==> src/rtl/decode_stage.sv <==
`default_nettype none
// ============================================================================
// Module   : decode_stage
// Brief    : Registered RV32I decode stage with valid/ready handshake,
//            illegal-encoding detection and an optional two-entry skid buffer.
// Revision : 1.0
// ============================================================================
module decode_stage #(
    parameter int XLEN = 32,
    parameter bit SKID = 1'b1
) (
    input  logic            clk,
    input  logic            rst_n,
    input  logic            flush,
    input  logic            in_valid,
    output logic            in_ready,
    input  logic [31:0]     in_instr,
    input  logic [XLEN-1:0] in_pc,
    output logic            out_valid,
    input  logic            out_ready,
    output logic [XLEN-1:0] out_pc,
    output logic [3:0]      out_alu_op,
    output logic            out_alu_src_imm,
    output logic            out_alu_src_pc,
    output logic            out_reg_write,
    output logic            out_mem_read,
    output logic            out_mem_write,
    output logic [1:0]      out_mem_width,
    output logic            out_mem_unsigned,
    output logic            out_is_branch,
    output logic [2:0]      out_branch_type,
    output logic            out_is_jump,
    output logic            out_is_jalr,
    output logic [4:0]      out_rs1,
    output logic [4:0]      out_rs2,
    output logic [4:0]      out_rd,
    output logic            out_rs1_used,
    output logic            out_rs2_used,
    output logic [XLEN-1:0] out_imm,
    output logic            out_illegal
);

    localparam logic [6:0] c_OP_R      = 7'b0110011;
    localparam logic [6:0] c_OP_IMM    = 7'b0010011;
    localparam logic [6:0] c_OP_LOAD   = 7'b0000011;
    localparam logic [6:0] c_OP_STORE  = 7'b0100011;
    localparam logic [6:0] c_OP_BRANCH = 7'b1100011;
    localparam logic [6:0] c_OP_JAL    = 7'b1101111;
    localparam logic [6:0] c_OP_JALR   = 7'b1100111;
    localparam logic [6:0] c_OP_LUI    = 7'b0110111;
    localparam logic [6:0] c_OP_AUIPC  = 7'b0010111;
    localparam logic [6:0] c_F7_ALT    = 7'b0100000;

    typedef struct packed {
        logic [XLEN-1:0] pc;
        logic [3:0]      alu_op;
        logic            alu_src_imm;
        logic            alu_src_pc;
        logic            reg_write;
        logic            mem_read;
        logic            mem_write;
        logic [1:0]      mem_width;
        logic            mem_unsigned;
        logic            is_branch;
        logic [2:0]      branch_type;
        logic            is_jump;
        logic            is_jalr;
        logic [4:0]      rs1;
        logic [4:0]      rs2;
        logic [4:0]      rd;
        logic            rs1_used;
        logic            rs2_used;
        logic [XLEN-1:0] imm;
        logic            illegal;
    } payload_t;

    logic [6:0]  w_opcode;
    logic [2:0]  w_f3;
    logic [6:0]  w_f7;
    logic [31:0] w_imm_i;
    logic [31:0] w_imm_s;
    logic [31:0] w_imm_b;
    logic [31:0] w_imm_u;
    logic [31:0] w_imm_j;
    logic [31:0] w_imm32;
    payload_t    w_dec;

    assign w_opcode = in_instr[6:0];
    assign w_f3     = in_instr[14:12];
    assign w_f7     = in_instr[31:25];
    assign w_imm_i  = {{20{in_instr[31]}}, in_instr[31:20]};
    assign w_imm_s  = {{20{in_instr[31]}}, in_instr[31:25], in_instr[11:7]};
    assign w_imm_b  = {{19{in_instr[31]}}, in_instr[31], in_instr[7], in_instr[30:25], in_instr[11:8], 1'b0};
    assign w_imm_u  = {in_instr[31:12], 12'b0};
    assign w_imm_j  = {{11{in_instr[31]}}, in_instr[31], in_instr[19:12], in_instr[20], in_instr[30:21], 1'b0};

    // alt selects SUB at funct3 000 and SRA at funct3 101
    function automatic logic [3:0] alu_map(input logic [2:0] f3, input logic alt);
        case (f3)
            3'b000:  alu_map = alt ? 4'b0001 : 4'b0000;
            3'b001:  alu_map = 4'b0101;
            3'b010:  alu_map = 4'b1000;
            3'b011:  alu_map = 4'b1001;
            3'b100:  alu_map = 4'b0010;
            3'b101:  alu_map = alt ? 4'b0111 : 4'b0110;
            3'b110:  alu_map = 4'b0011;
            default: alu_map = 4'b0100;
        endcase
    endfunction

    always_comb begin
        w_dec     = '0;
        w_imm32   = '0;
        w_dec.pc  = in_pc;
        w_dec.rs1 = in_instr[19:15];
        w_dec.rs2 = in_instr[24:20];
        w_dec.rd  = in_instr[11:7];
        case (w_opcode)
            c_OP_R: begin
                w_dec.alu_op    = alu_map(w_f3, w_f7[5]);
                w_dec.reg_write = 1'b1;
                w_dec.rs1_used  = 1'b1;
                w_dec.rs2_used  = 1'b1;
                w_dec.illegal   = !((w_f7 == 7'b0) ||
                                    ((w_f7 == c_F7_ALT) && ((w_f3 == 3'b000) || (w_f3 == 3'b101))));
            end
            c_OP_IMM: begin
                w_dec.alu_op      = alu_map(w_f3, (w_f3 == 3'b101) && w_f7[5]);
                w_dec.alu_src_imm = 1'b1;
                w_dec.reg_write   = 1'b1;
                w_dec.rs1_used    = 1'b1;
                w_imm32           = w_imm_i;
                w_dec.illegal     = ((w_f3 == 3'b001) && (w_f7 != 7'b0)) ||
                                    ((w_f3 == 3'b101) && (w_f7 != 7'b0) && (w_f7 != c_F7_ALT));
            end
            c_OP_LOAD: begin
                w_dec.alu_src_imm  = 1'b1;
                w_dec.reg_write    = 1'b1;
                w_dec.mem_read     = 1'b1;
                w_dec.mem_width    = w_f3[1:0];
                w_dec.mem_unsigned = w_f3[2];
                w_dec.rs1_used     = 1'b1;
                w_imm32            = w_imm_i;
                w_dec.illegal      = (w_f3 == 3'b011) || (w_f3 == 3'b110) || (w_f3 == 3'b111);
            end
            c_OP_STORE: begin
                w_dec.alu_src_imm = 1'b1;
                w_dec.mem_write   = 1'b1;
                w_dec.mem_width   = w_f3[1:0];
                w_dec.rs1_used    = 1'b1;
                w_dec.rs2_used    = 1'b1;
                w_imm32           = w_imm_s;
                w_dec.illegal     = (w_f3 > 3'b010);
            end
            c_OP_BRANCH: begin
                w_dec.is_branch   = 1'b1;
                w_dec.branch_type = w_f3;
                w_dec.rs1_used    = 1'b1;
                w_dec.rs2_used    = 1'b1;
                w_imm32           = w_imm_b;
                w_dec.illegal     = (w_f3 == 3'b010) || (w_f3 == 3'b011);
            end
            c_OP_JAL: begin
                w_dec.alu_src_imm = 1'b1;
                w_dec.alu_src_pc  = 1'b1;
                w_dec.reg_write   = 1'b1;
                w_dec.is_jump     = 1'b1;
                w_imm32           = w_imm_j;
            end
            c_OP_JALR: begin
                w_dec.alu_src_imm = 1'b1;
                w_dec.reg_write   = 1'b1;
                w_dec.is_jalr     = 1'b1;
                w_dec.rs1_used    = 1'b1;
                w_imm32           = w_imm_i;
                w_dec.illegal     = (w_f3 != 3'b000);
            end
            c_OP_LUI: begin
                w_dec.alu_src_imm = 1'b1;
                w_dec.reg_write   = 1'b1;
                w_dec.rs1         = 5'd0;
                w_imm32           = w_imm_u;
            end
            c_OP_AUIPC: begin
                w_dec.alu_src_imm = 1'b1;
                w_dec.alu_src_pc  = 1'b1;
                w_dec.reg_write   = 1'b1;
                w_imm32           = w_imm_u;
            end
            default: w_dec.illegal = 1'b1;
        endcase
        w_dec.imm       = XLEN'($signed(w_imm32));
        w_dec.reg_write = w_dec.reg_write && (w_dec.rd != 5'd0);
        // Illegal words keep register fields and immediate but carry no side effects
        if (w_dec.illegal) begin
            w_dec.alu_op       = 4'b0;
            w_dec.alu_src_imm  = 1'b0;
            w_dec.alu_src_pc   = 1'b0;
            w_dec.reg_write    = 1'b0;
            w_dec.mem_read     = 1'b0;
            w_dec.mem_write    = 1'b0;
            w_dec.mem_width    = 2'b0;
            w_dec.mem_unsigned = 1'b0;
            w_dec.is_branch    = 1'b0;
            w_dec.branch_type  = 3'b0;
            w_dec.is_jump      = 1'b0;
            w_dec.is_jalr      = 1'b0;
            w_dec.rs1_used     = 1'b0;
            w_dec.rs2_used     = 1'b0;
        end
    end

    payload_t main_q;
    logic     main_valid_q;
    logic     w_in_fire;

    assign w_in_fire = in_valid && in_ready && !flush;

    if (SKID) begin : g_skid
        payload_t skid_q;
        logic     skid_valid_q;

        assign in_ready = !skid_valid_q;

        always_ff @(posedge clk or negedge rst_n) begin
            if (!rst_n) begin
                main_q       <= '0;
                main_valid_q <= 1'b0;
                skid_q       <= '0;
                skid_valid_q <= 1'b0;
            end else if (flush) begin
                main_valid_q <= 1'b0;
                skid_valid_q <= 1'b0;
            end else if (!main_valid_q || out_ready) begin
                // in_ready is low whenever the skid entry is occupied
                if (skid_valid_q) begin
                    main_q       <= skid_q;
                    main_valid_q <= 1'b1;
                    skid_valid_q <= 1'b0;
                end else begin
                    main_valid_q <= w_in_fire;
                    if (w_in_fire) begin
                        main_q <= w_dec;
                    end
                end
            end else if (w_in_fire) begin
                skid_q       <= w_dec;
                skid_valid_q <= 1'b1;
            end
        end
    end else begin : g_noskid
        assign in_ready = !main_valid_q || out_ready;

        always_ff @(posedge clk or negedge rst_n) begin
            if (!rst_n) begin
                main_q       <= '0;
                main_valid_q <= 1'b0;
            end else if (flush) begin
                main_valid_q <= 1'b0;
            end else if (in_ready) begin
                main_valid_q <= w_in_fire;
                if (w_in_fire) begin
                    main_q <= w_dec;
                end
            end
        end
    end

    assign out_valid        = main_valid_q;
    assign out_pc           = main_q.pc;
    assign out_alu_op       = main_q.alu_op;
    assign out_alu_src_imm  = main_q.alu_src_imm;
    assign out_alu_src_pc   = main_q.alu_src_pc;
    assign out_reg_write    = main_q.reg_write;
    assign out_mem_read     = main_q.mem_read;
    assign out_mem_write    = main_q.mem_write;
    assign out_mem_width    = main_q.mem_width;
    assign out_mem_unsigned = main_q.mem_unsigned;
    assign out_is_branch    = main_q.is_branch;
    assign out_branch_type  = main_q.branch_type;
    assign out_is_jump      = main_q.is_jump;
    assign out_is_jalr      = main_q.is_jalr;
    assign out_rs1          = main_q.rs1;
    assign out_rs2          = main_q.rs2;
    assign out_rd           = main_q.rd;
    assign out_rs1_used     = main_q.rs1_used;
    assign out_rs2_used     = main_q.rs2_used;
    assign out_imm          = main_q.imm;
    assign out_illegal      = main_q.illegal;

endmodule
`default_nettype wire

==> config.mk <==
export PLATFORM = sky130hd
export DESIGN_NAME = decode_stage
export DESIGN_NICKNAME = d
export VERILOG_FILES = /design/src/rtl/decode_stage.sv
export SDC_FILE = /design/constraint.sdc
export NUM_CORES = 1
export LEC_CHECK = 0
export CORE_MARGIN = 3
export CORE_UTILIZATION = 45
export DETAILED_ROUTE_END_ITERATION = 8
export GPL_TIMING_DRIVEN = 0
export PLACE_DENSITY = 0.71
export SLEW_MARGIN = 20
export SYNTH_ARGS = -nofsm -noshare
export SYNTH_HDL_FRONTEND = slang
export SYNTH_SLANG_ARGS = --single-unit
==> constraint.sdc <==
create_clock -name clk -period 5.6 [get_ports clk]
set_clock_uncertainty 0.15 [all_clocks]
set_input_delay 0.84 -clock clk [delete_from_list [all_inputs] [get_ports clk]]
set_output_delay 0.84 -clock clk [all_outputs]
set_load 0.02 [all_outputs]
==> impl_metrics.toml <==
[critical_path]
start_kind = "flop"
r2r-end = "out_branch_type[2]"
slowest_stage = "clkdlybuf4s50_1"
cp-end-kind = "primary output"
ff2ff_path_depth = 7
max_stage_delay_ns = 0.61
rrSetupSlack_ns = 2.74
path_class = "flop to primary output"
crit_end = "in_ready"
required_ns = 4.61
r2r_start = "out_valid"
setup.worst_path.start = "g_skid.skid_valid_q"
cp.arrival_ns = 2.47
cp_cell_sequence = "buf_2 -> clkinv_1 -> clkbuf_1 -> clkdlybuf4s50_1"
crit_fanout = 10

[pwr]
ir_worst_vdd_mv = 0.2090
p_per_area_nw_per_um2 = 318.9
p_total_mw = 3.773
power_leakage_nw = 5.148

[die]
initial_utilization_pct = 46.23
dieArea_sq_um = 21870
fp.coreArea_sq_um = 19590
rows = 51
die-width_um = 147.9
ioPinCount = 171
dieHeight_um = 147.9

[global_routing]
grt_pass1_wl_um = 44930
grt_pass1_vias = 7994
antenna_found_initial = 0
track_usage_pct = 25.62
grt_max_degree = 83
grt_overflow = 0

[synthesis]
ys_seq_elements = 202
yosys-top-cells-count = "270 x nand2_1, 202 x dfrtp_1, 123 x o21ai_0, 59 x a21oi_1, 56 x clkbuf_1"
syn_area_per_cell_sq_um = 9.261
ys_types = 51
synth_most_common_cell = "nand2_1"
synth_top_family_by_area = "simple AND/OR/NAND/NOR gates"
synth-async-reset-ratio_pct = 100.0
syn_area_sq_um = 9057
synthAdderAreaFrac_pct = 0
netlist.area_leader.share_pct = 55.81
ys_warn_count = 0
yosys.area_share.xor_xnor_pct = 0.09670
synth.yosys.seq_area_share_pct = 55.81
synth_compound_area_share_pct = 17.32
ys_top_cells_by_area = "dfrtp_1 56%, nand2_1 11%, o21ai_0 6.8%"
synth_top_cell_by_area = "dfrtp_1"
synthFlopType = "dfrtp_1"
syn_nets = 1047
synth_mux_area_share_pct = 4.863
syn_inst = 978
synthSimpleGateAreaFrac_pct = 18.39
synth_edf_count = 0

[clocking]
path_clk_slew_ns = 0.06
cts_setup_buffers = 0
cts_buffers = 22
cts-root-buf = "clkbuf_16"
cts_resized = 0
cts_hold_buf = 0
cts_tree = "yes"
clockBufferDepth = 3
h-tree-depth = 1
clk-insertion-delay-late_ns = 0.50
cts_sinks = 202

[sta]
maxSlewHeadroom_pct = 34.27
rsz0062_at_grt = "no"
max_freq_mhz = 288.7
fin_tns_setup_ns = 0
setup_ws_ns = 2.136
min_period_ns = 3.464
hold_viol_final = 0
hold_slack_ns = 0.1263
max_slew.worst_pin.slew_ns = 0.9770
drv_slew = 0
post-route-period-util_pct = 61.85
setup_viol = 0

[placed_design]
dp.cells = 1413
dp_hpwl_um = 20020
io_buffers = 168
gp_congestion = 0.9535
place_area_sq_um = 11130
place_ws_ns = 1.869

[final_layout]
layout-drive-gt1-share_pct = 4.979
nNetsFinal = 1241
area_delta_synth_final_pct = 30.63
diodes = 0
multi_input_area_sq_um = 3684
fin_area_sq_um = 11830
seqCellArea_sq_um = 5055
stdcell_count = 1450
final_util_pct = 60.39
fillers = 1732

[route]
wl_um = 28120
via_per_inst = 5.596
wl_met3_um = 2006
wire_per_inst_um = 19.39
vias = 8114
drc = 0
drtAntennaViolNets = 0
drt-met1-wl_um = 12330
met2_length_um = 13080
top_layer = "met4"
drtIter0Drc = 546
firstDrtPassIters = 5

[status]
status = "finished, final reports clean"

[run]
cap_violations = 0

[min_path]
hold_class = "input port to asynchronous set/reset pin"
-- sequential cells by signal (all words and copies together) (netlist names), 2 cells and up --
signal           count
out_rs2              5
out_pc              32
out_rd               5
g_skid.skid_q      100
out_mem_width        2
out_alu_op           4
out_branch_type      3
out_rs1              5
out_imm             32
-- critical path, delay by kind of cell (launching register included) --
family | cells | cell delay [ns]
flip-flops | 1 | 0.34
buffers and inverters | 4 | 1.63
-- report_power, final --
| part | internal [mW] | switching [mW] |
|---|---|---|
| clock network | 0.838 | 0.572 |
| logic | 0.277 | 0.360 |
| registers | 1.63 | 0.0934 |
-- logic make-up after synthesis --
family                 Yosys count
XOR/XNOR                         1
buffers and inverters           79
AND/OR/NAND/NOR                387
flip-flops                     202
AO/OA/AOI/OAI                  265
multiplexers                    44
-- cells in the final DEF, fill, tap and decap left out, drive strengths merged, types with 6 or more instances in the layout --
cell,count
nand2,270
dfrtp,202
clkdlybuf4s50,167
o21ai,144
clkbuf,91
a21oi,59
mux2i,44
nor2,31
nand3,28
and3,23
buf,21
a211oi,11
a221oi,10
nor3,8
o21a,8
o211ai,8
a31oi,6
-- area by class of cell --
cell class                      instances  share of cell area (%)
Tap cell                              265                   2.802
Multi-Input combinational cell        697                   31.13
Inverter                                5                  0.1586
Clock buffer                           35                   5.838
Timing Repair Buffer                  170                   14.72
Buffer                                 74                   2.538
Clock inverter                          2                 0.08460
Sequential cell                       202                   42.72
-- worst min-delay path by stage --
stage	to	cells after the start	slack (ns)	from
6_report	g_skid.skid_q[76]	1	0.13	rst_n
2_1_floorplan	g_skid.skid_q[67]	2	0.29	g_skid.skid_q[67]
3_5_place_dp	g_skid.skid_q[68]	2	0.31	g_skid.skid_q[68]
5_1_grt	g_skid.skid_q[76]	1	0.14	rst_n
3_3_place_gp	g_skid.skid_q[14]	2	0.30	g_skid.skid_q[14]
4_1_cts	g_skid.skid_q[94]	1	0.12	rst_n
-- routing by layer --
metal	track usage [%]	vias to the layer above
met3	3.464	44
li1	-	3748
met4	6.882	0
met5	0	-
met2	41.09	338
met1	37.06	3984
No activity file was read; power rests on OpenSTA's default activity.
